==> config.mk <==
export PLATFORM = sky130hd
export DESIGN_NAME = pc_gen_flat
export DESIGN_NICKNAME = d
export VERILOG_FILES = /design/src/rtl/pc_pkg.sv /design/src/rtl/pc_gen_if.sv /design/src/rtl/pc_gen_ras_stack.sv /design/src/rtl/pc_gen.sv /design/src/flat_wrapper.sv
export SDC_FILE = /design/constraint.sdc
export NUM_CORES = 1
export LEC_CHECK = 0
export ABC_CLOCK_PERIOD_IN_PS = 3400
export CORE_MARGIN = 4
export CORE_UTILIZATION = 56
export DETAILED_ROUTE_END_ITERATION = 10
export GPL_TIMING_DRIVEN = 0
export PLACE_DENSITY = 0.92
export SLEW_MARGIN = 20
export SYNTH_ARGS = -nofsm -noshare
export SYNTH_HDL_FRONTEND = slang
export SYNTH_SLANG_ARGS = --single-unit
==> constraint.sdc <==
create_clock -name CLK -period 3.4 [get_ports CLK]
set_input_delay 0.68 -clock CLK [delete_from_list [all_inputs] [get_ports CLK]]
set_output_delay 0.68 -clock CLK [all_outputs]
set_load 0.02 [all_outputs]
==> src/rtl/pc_pkg.sv <==
// Shared types and default vectors for the program-counter generator.
package pc_pkg;

    typedef enum logic [2:0] {
        NS_HOLD,
        NS_SEQ,
        NS_BR,
        NS_RET,
        NS_JMP,
        NS_EXC
    } next_src_e;

    localparam logic [31:0] DEF_RESET_VEC = 32'h0040_0000;
    localparam logic [31:0] DEF_EXC_VEC   = 32'h8000_0180;

endpackage

==> src/rtl/pc_gen_if.sv <==
// Fetch request channel from the PC generator to instruction memory.
// A request is transferred on a rising edge where fetch_valid and fetch_ready are both 1;
// fetch_addr is held stable while fetch_valid=1 and fetch_ready=0 unless a redirect replaces it.
interface pc_gen_if #(
    parameter int XLEN = 32
);
    logic [XLEN-1:0] fetch_addr;
    logic            fetch_valid;
    logic            fetch_ready;

    modport master (output fetch_addr, output fetch_valid, input fetch_ready);
    modport slave  (input fetch_addr, input fetch_valid, output fetch_ready);
endinterface

==> src/rtl/pc_gen_ras_stack.sv <==
// Circular return-address stack: top pointer plus saturating count, oldest entry lost on overflow.
module ras_stack #(
    parameter int XLEN      = 32,
    parameter int RAS_DEPTH = 4
) (
    input  logic            clk,
    input  logic            rst_n,
    input  logic            push,
    input  logic            pop,
    input  logic [XLEN-1:0] push_data,
    input  logic            flush,
    output logic [XLEN-1:0] top,
    output logic            empty
);
    localparam int PW = $clog2(RAS_DEPTH);
    localparam int CW = $clog2(RAS_DEPTH + 1);

    logic [XLEN-1:0] mem [RAS_DEPTH];
    logic [PW-1:0]   ptr;
    logic [PW-1:0]   ptr_inc;
    logic [PW-1:0]   ptr_dec;
    logic [CW-1:0]   count;

    assign ptr_inc = ptr + 1'b1;
    assign ptr_dec = ptr - 1'b1;
    assign top     = mem[ptr];
    assign empty   = (count == '0);

    always_ff @(posedge clk or negedge rst_n) begin
        if (!rst_n) begin
            ptr   <= '0;
            count <= '0;
            for (int i = 0; i < RAS_DEPTH; i++) mem[i] <= '0;
        end else if (flush) begin
            count <= '0;
        end else if (push && pop && !empty) begin
            // Call and return together: the returning frame is replaced by the new one.
            mem[ptr] <= push_data;
        end else if (push) begin
            ptr          <= ptr_inc;
            mem[ptr_inc] <= push_data;
            if (count != CW'(RAS_DEPTH)) count <= count + 1'b1;
        end else if (pop && !empty) begin
            ptr   <= ptr_dec;
            count <= count - 1'b1;
        end
    end
endmodule

==> src/rtl/pc_gen.sv <==
// Fetch-stage program counter: fixed-priority next-PC select with a return-address stack.
module pc_gen
    import pc_pkg::*;
#(
    parameter int              XLEN       = 32,
    parameter logic [XLEN-1:0] RESET_VEC  = XLEN'(DEF_RESET_VEC),
    parameter logic [XLEN-1:0] EXC_VEC    = XLEN'(DEF_EXC_VEC),
    parameter int              INST_BYTES = 4,
    parameter int              RAS_DEPTH  = 4
) (
    input  logic            CLK,
    input  logic            rst_n,
    pc_gen_if.master        fetch,
    input  logic            pc_hold,
    input  logic            br_taken,
    input  logic [XLEN-1:0] br_target,
    input  logic            jmp_req,
    input  logic [XLEN-1:0] jmp_target,
    input  logic            ret_req,
    input  logic            call_req,
    input  logic [XLEN-1:0] link_addr,
    input  logic            exc_req,
    output logic [XLEN-1:0] pc_plus,
    output logic            ras_empty,
    output logic            misalign
);
    localparam logic [XLEN-1:0] ALIGN_MASK = XLEN'(INST_BYTES - 1);

    logic [XLEN-1:0] pc_q;
    logic            valid_q;
    logic            mis_q;
    next_src_e       src;
    logic [XLEN-1:0] raw_target;
    logic [XLEN-1:0] next_pc;
    logic            next_mis;
    logic [XLEN-1:0] ras_top;
    logic            accept;

    assign fetch.fetch_addr  = pc_q;
    assign fetch.fetch_valid = valid_q;
    assign accept            = valid_q & fetch.fetch_ready;
    assign pc_plus           = pc_q + XLEN'(INST_BYTES);
    assign misalign          = mis_q;

    always_comb begin
        src        = NS_HOLD;
        raw_target = '0;
        next_pc    = pc_q;
        next_mis   = 1'b0;
        // The first cycle out of reset only raises fetch_valid; no source is selected yet.
        if (valid_q) begin
            if (exc_req)                 src = NS_EXC;
            else if (br_taken)           src = NS_BR;
            else if (ret_req)            src = NS_RET;
            else if (jmp_req)            src = NS_JMP;
            else if (accept && !pc_hold) src = NS_SEQ;
        end
        case (src)
            NS_BR:   raw_target = br_target;
            NS_RET:  raw_target = ras_empty ? jmp_target : ras_top;
            NS_JMP:  raw_target = jmp_target;
            default: raw_target = '0;
        endcase
        case (src)
            NS_EXC:                next_pc = EXC_VEC;
            NS_BR, NS_RET, NS_JMP: begin
                next_pc  = raw_target & ~ALIGN_MASK;
                next_mis = |(raw_target & ALIGN_MASK);
            end
            NS_SEQ:                next_pc = pc_plus;
            default:               next_pc = pc_q;
        endcase
    end

    always_ff @(posedge CLK or negedge rst_n) begin
        if (!rst_n) begin
            pc_q    <= RESET_VEC;
            valid_q <= 1'b0;
            mis_q   <= 1'b0;
        end else begin
            pc_q    <= next_pc;
            valid_q <= 1'b1;
            mis_q   <= next_mis;
        end
    end

    ras_stack #(
        .XLEN      (XLEN),
        .RAS_DEPTH (RAS_DEPTH)
    ) u_ras (
        .clk       (CLK),
        .rst_n     (rst_n),
        .push      (call_req & valid_q & ~exc_req),
        .pop       (src == NS_RET),
        .push_data (link_addr),
        .flush     (src == NS_EXC),
        .top       (ras_top),
        .empty     (ras_empty)
    );
endmodule
==> src/flat_wrapper.sv <==
// flat-port wrapper written by rule: the top's interface ports become plain ports
module pc_gen_flat import pc_pkg::*;
#(
    parameter int              XLEN       = 32,
    parameter logic [XLEN-1:0] RESET_VEC  = XLEN'(DEF_RESET_VEC),
    parameter logic [XLEN-1:0] EXC_VEC    = XLEN'(DEF_EXC_VEC),
    parameter int              INST_BYTES = 4,
    parameter int              RAS_DEPTH  = 4
)
  (CLK, rst_n, pc_hold, br_taken, br_target, jmp_req, jmp_target, ret_req, call_req, link_addr, exc_req, pc_plus, ras_empty, misalign, fetch_fetch_addr, fetch_fetch_valid, fetch_fetch_ready);
  pc_gen_if #(.XLEN(XLEN)) fetch_i ();
  input  logic CLK;
  input  logic rst_n;
  input  logic pc_hold;
  input  logic br_taken;
  input  logic [XLEN-1:0] br_target;
  input  logic jmp_req;
  input  logic [XLEN-1:0] jmp_target;
  input  logic ret_req;
  input  logic call_req;
  input  logic [XLEN-1:0] link_addr;
  input  logic exc_req;
  output logic [XLEN-1:0] pc_plus;
  output logic ras_empty;
  output logic misalign;
  output wire logic [$bits(fetch_i.fetch_addr)-1:0] fetch_fetch_addr;
  output wire logic [$bits(fetch_i.fetch_valid)-1:0] fetch_fetch_valid;
  input wire logic [$bits(fetch_i.fetch_ready)-1:0] fetch_fetch_ready;
  assign fetch_fetch_addr = fetch_i.fetch_addr;
  assign fetch_fetch_valid = fetch_i.fetch_valid;
  assign fetch_i.fetch_ready = fetch_fetch_ready;
  pc_gen #(.XLEN(XLEN), .RESET_VEC(RESET_VEC), .EXC_VEC(EXC_VEC), .INST_BYTES(INST_BYTES), .RAS_DEPTH(RAS_DEPTH)) u_core (.CLK(CLK), .rst_n(rst_n), .fetch(fetch_i), .pc_hold(pc_hold), .br_taken(br_taken), .br_target(br_target), .jmp_req(jmp_req), .jmp_target(jmp_target), .ret_req(ret_req), .call_req(call_req), .link_addr(link_addr), .exc_req(exc_req), .pc_plus(pc_plus), .ras_empty(ras_empty), .misalign(misalign));
endmodule
**Word-level counts from Yosys, hierarchy flattened**

Index checks and enable logic that the tools add are counted.

- Input port bits: 105
- Word-level logic and storage cells: 80
- Register bits: 167

- Mux-type cells: 28
- Equal/unequal tests: 8
- Reduce and logical (&&, ||, !) cells: 18
- Add/subtract/negate cells: 5
- Bitwise operators: 8
- Order comparisons: 4

Operator list:

| cell | count |
|---|---|
| 128-bit bitwise mux | 2 |
| 128-bit 2-to-1 mux | 2 |
| 32-bit case mux with 3 select lines | 2 |
| 32-bit 2-to-1 mux | 5 |
| 32-bit demux with 2-bit select | 2 |
| 32-bit binary-select mux with 2-bit select | 1 |
| 32-bit by 3-bit adder with 32-bit output (second input constant) | 1 |
| 3-bit 2-to-1 mux | 10 |
| 3-bit by 2-bit equality test with 1-bit output (second input constant) | 2 |
| 3-bit equality test (second input constant) | 2 |
| 3-bit >= comparator (second input constant) | 2 |
| 1-bit logical AND | 6 |
| 3-bit by 1-bit less-than comparator with 1-bit output (second input constant) | 2 |
| 2-bit inverter with 3-bit output | 2 |
| 3-bit AND reduction | 2 |
| 3-bit nonzero test | 2 |
| 2-bit 2-to-1 mux | 2 |
| 2-bit nonzero test | 2 |
| 3-bit by 1-bit adder with 3-bit output (second input constant) | 1 |
| 1-bit bitwise AND | 3 |
| 3-bit by 1-bit equality test with 1-bit output (second input constant) | 1 |
| 3-bit zero test | 1 |
| 3-bit by 1-bit inequality test with 1-bit output (second input constant) | 1 |
| 3-bit inequality test (second input constant) | 1 |
| 10 further kinds | 14 |

**Longest topological paths before layout**

- Depth after elaboration: 14
- Mapped depth: 8
- Gate-level depth less buffers: 6

**By module**

From an unflattened synthesis, not the netlist that was laid out.

- Cells, all modules: 727
- Area total of the unflattened synthesis: 9584.2 um^2

By module, submodules not included:

| module | sequential area each (um^2) | area an instance (um^2) | cells each | times used |
|---|---|---|---|---|
| ras_stack | 3328.2 | 6515.0 | 357 | 1 |
| pc_gen | 802.0 | 3069.2 | 370 | 1 |

**Worst setup path after synthesis**

Ideal clock, no wire load.

- Kind: register -> output
- From: reg u_core.pc_q[3], in the netlist u_core.fetch.fetch_addr[3]
- To: out pc_plus[26]
- Path buffers: 1
- Arrival time: 2.035 ns
- Path slack: 0.685 ns
- Cell stages (with the launch flop): 8
- Path through: dfrtp_1 -> ha_1 -> nand3_1 -> nor4_1 -> and4_1 -> buf_2 -> nand3_1 -> xnor2_1

- Cells in the longest elaborated chain, start to end: 1

Ends and longest elaborated chain:

| element | line | source |
|---|---|---|
| start: declaration | pc_gen.sv:29 | `logic [XLEN-1:0] pc_q;` |
| start signal: assignment | pc_gen.sv:81 | `pc_q <= next_pc;` |
| 32-bit by 3-bit adder with 32-bit output | pc_gen.sv:42 | `assign pc_plus = pc_q + XLEN'(INST_BYTES);` |
| end: declaration | flat_wrapper.sv:23 | `output logic [XLEN-1:0] pc_plus;` |

Every way passes these cells.

**Worst setup path after layout**

- From: reg u_core.pc_q[11], in the netlist u_core.fetch.fetch_addr[11]
- To: out pc_plus[26]

Same word-level chain as after synthesis.

==> impl_results.md <==
- Status: completed
- Core Region: roughly 15000 um2
- Commonest non-fill, non-tap cell in the layout: dfrtp_1
- Clk sinks: 165
- Die H: 132 um
- Fin. max-slew vios: 0
- Sw Share: 34.0%
- Placed wire-length estimate: 17700 um
- Worst EP arrival: 2620 ps
- Die footprint: approximately 17000 um2
- GPL Wtd Cong: 0.948
- Die outline width: around 130 um
- Worst r2r dst: u_core.u_ras.mem[85]
- Initial cell density of the core: 58.2%
- CP top delay family: simple AND/OR/NAND/NOR gates
- MaxCap Viol Count: 0
- Pin count of the biggest net entering global routing: 107
- Internal Power: 5.76 mW
- Hold-fix buffers at CTS: 0
- Reg2Reg Depth: 8
- F_max: slightly above 0.3 GHz
- Drt total wl: 25500 um
- Top Ports: around 170
- Post-synthesis sequential area ratio: 48.1%
- Setup TNS: 0 ps
- Origin of the worst setup path: u_core.fetch.fetch_addr[11]
- Most frequent cells in the layout: 161 x dfrtp_1, 147 x clkdlybuf4s50_1, 119 x mux2_2, 51 x nand2_1, 30 x mux4_2
- Remaining routing DRC violations: 0
- Min-delay worst type: input port to async pin
- Seq pwr share: approximately two fifths
- Number of distinct library cells after synthesis: 61
- Fraction of layout cells with a size suffix above 1: 27.5%
- Max H-tree Level: 4
- Post-synth ARST share: 100%
- Critical Path Fanout Max: 6
- Peak supply drop: ~0.45 mV
- Warnings from Yosys: 0
- Placed Instances: 1046
- Slew headroom: ~50%
- Placed cell areas: roughly 11000 um2
- Worst R2R Start: u_core.u_ras.ptr[1]
- Main flop type after synthesis: dfrtp_1
- Critical path's slowest cell: dfrtp_1
- Mapped Area: 8580 um2
- Combinational fraction of design power: 38.0%
- End of the critical path: pc_plus[26]
- Fin area: 11300 um2
- Syn avg cell area: around 12 um2
- Clock Latency Late Sink: 430 ps
- Synth Instances: 691
- Vias per cell: 6.59
- Initial antenna violation count: 0
- # rows: 44
- Sw power: 2.97 mW
- Leakage: 4.80 nW
- Crit path buffers/inverters: 3
- Post-synth EDFFs: 0
- Fin util: 76.3%
- Vias in the first global route: 7314
- Crit-path max cell delay: 500 ps
- Antenna Nets Post-Route: 0
- Worst Path Class, Setup: register to output pin
- DR vias: about 7000
- Synth Register Bits: 165
- PD cells: 774 nW/um2
- CTS tree: yes
- Final Hold Fails: 0
- Fin Hold WS: between 150 and 200 ps
- RSZ-0062 raised after global routing: false
- Critical Path RT: 2720 ps
- Critical Path Source Type: register
- DRT Pass-1 Iters: 8
- Clock power share: 23.1%
- Fillers: approximately 850
- Num CTS Buffers: 17
- Reg-to-reg slack, setup: slightly above 600 ps
- Global route overflow: 0
- GRT Util Overall: 29.4%
- Nature of the critical path endpoint: output pin
- IO Port Bufs: 167
- Clock Skew: 9.98 ps
- Clock slew at reported path FFs: 70 ps
- Final period utilization: between 90% and 100%
- Final #Nets: 998
- First-pass GRT wire length: roughly 40000 um
- Root Driver: clkbuf_16
- Fin crit period: around 3300 ps
- Levels on crit path: 8
- Slew of the pin with the lowest slew margin: 748 ps
- Crit-path cells: nand4_1 -> buf_4 -> nor4_4 -> and4_1 -> buf_2 -> nand3_1 -> xnor2_1 -> dlygate4sd1_1
- Layout Cells excl Fill: 1082
- Starting DRT DRC Count: 887
- Area Growth Syn to Fin: 31.2%
- Clk buf depth: 2
- Antenna fix cells: 0
- Final setup viols: 0
- Avg WL per Cell: about 24 um
[timing repair]
| item | in CTS | in global routing |
|---|---|---|
| gates resized for setup | 21 | 19 |
| endpoints found under the hold margin | 0 | 0 |
| buffers inserted | 4 | 2 |
| pin swaps | 3 | 3 |
| setup endpoints to repair | 18 | 13 |
[power groups by stage]
stage	sequential [mW]	combinational [mW]	clock, mW
after global routing	3.48	3.51	2.11
after floorplan	3.28	2.11	0
final	3.39	3.31	2.02
after global placement	3.29	3.15	0
after detailed placement	3.36	3.26	0
after CTS	3.36	3.29	2.02
[Yosys cell counts, types with 2 or more instances]
cell        n  area share, %
o311ai_1    2           0.20
a21oi_2     4           0.41
a21o_1      3           0.26
a31oi_1     9           0.66
o21ai_0    28            1.6
a221o_1     3           0.35
a221oi_1    5           0.51
a222oi_1   21            2.4
a211oi_1    4           0.35
o211ai_1    7           0.61
nand2_1    51            2.2
nand4_1     4           0.29
xor2_1      7           0.71
nor2_1     18           0.79
o211a_1     3           0.35
buf_4       4           0.35
or3_1       4           0.29
ha_1        7            1.0
mux2i_1     3           0.35
nor3_1      7           0.41
or2_2       2           0.15
buf_2      27            1.6
mux4_2     30            7.9
and2_1      3           0.22
nand3_1    15           0.87
mux2_2    119             16
buf_1       2          0.087
xnor2_1    25            2.6
inv_1      10           0.44
nor4_1      3           0.22
clkbuf_1   18           0.79
dfrtp_1   164             48
o311ai_0   12            1.2
a21oi_1    20            1.2
and3_1      9           0.66
nor2b_1     2           0.15
conb_1      2          0.087
and4_1      3           0.31
mux2_1      9            1.2
[state kept, by name, summed over array words and instances, names as in the netlist]
name	cells
u_core.u_ras.ptr	2
u_core.u_ras.count	3
u_core.fetch.fetch_valid	1
u_core.u_ras.mem	128
u_core.fetch.fetch_addr	30
u_core.misalign	1
[stage by stage]
stage,setup slack [ps],total power [mW]
finish,104,8.72
global route,18.3,9.10
CTS,3.20,8.68
detailed placement,-132,6.62
global placement,-4930,6.44
floorplan,685,5.38
[metal layers]
metal | wire, um | up-vias | track usage [%]
met5 | 0 | - | 0
met1 | 9620 | 3541 | 37.6
li1 | - | 3011 | -
met2 | 12400 | 481 | 48.2
met4 | 1110 | 0 | 13.7
met3 | 2400 | 98 | 6.34
[logic make-up (layout without fill, tap and decap cells)]
logic type	after synthesis	after routing	synth area share, %
compound gates	131	131	11.2
simple gates	130	130	7.75
other cells	2	5	0.0875
fa+ha+maj	8	8	1.25
buf+inv	62	266	3.28
xor+xnor	32	32	3.27
flops	165	165	48.1
mux	161	161	25.0
[worst register-to-register path: cells and delay by family, from the launching register on]
kind	cells	cell delay (ps)
flops	1	420
simple gates	1	80
fa+ha+maj	1	200
buf+inv	4	1250
compound gates	1	330
mux	1	380
[how the worst min path moves through the flow]
stage / startpoint / slack (ps) / depth (start not counted) / to
final: rst_n / 190 / 1 / u_core.u_ras.mem[60]
after global routing: rst_n / 210 / 1 / u_core.u_ras.mem[28]
after CTS: rst_n / 200 / 1 / u_core.u_ras.mem[28]
after detailed placement: u_core.u_ras.mem[56] / 470 / 1 / u_core.u_ras.mem[56]
after global placement: u_core.u_ras.mem[53] / 460 / 1 / u_core.u_ras.mem[53]
after floorplan: rst_n / 380 / 0 / u_core.fetch.fetch_addr[10]
[area by class of cell]
cell class | instances | area, um2 | share of cell area, %
Timing Repair Buffer | 174 | 1750 | 15.6
Buffer | 49 | 238 | 2.11
Inverter | 11 | 41.3 | 0.367
Clock inverter | 13 | 174 | 1.54
Sequential cell | 165 | 4130 | 36.7
Multi-Input combinational cell | 467 | 4250 | 37.8
Tap cell | 184 | 230 | 2.04
Clock buffer | 19 | 443 | 3.93
(Power assumes the default switching activity.)
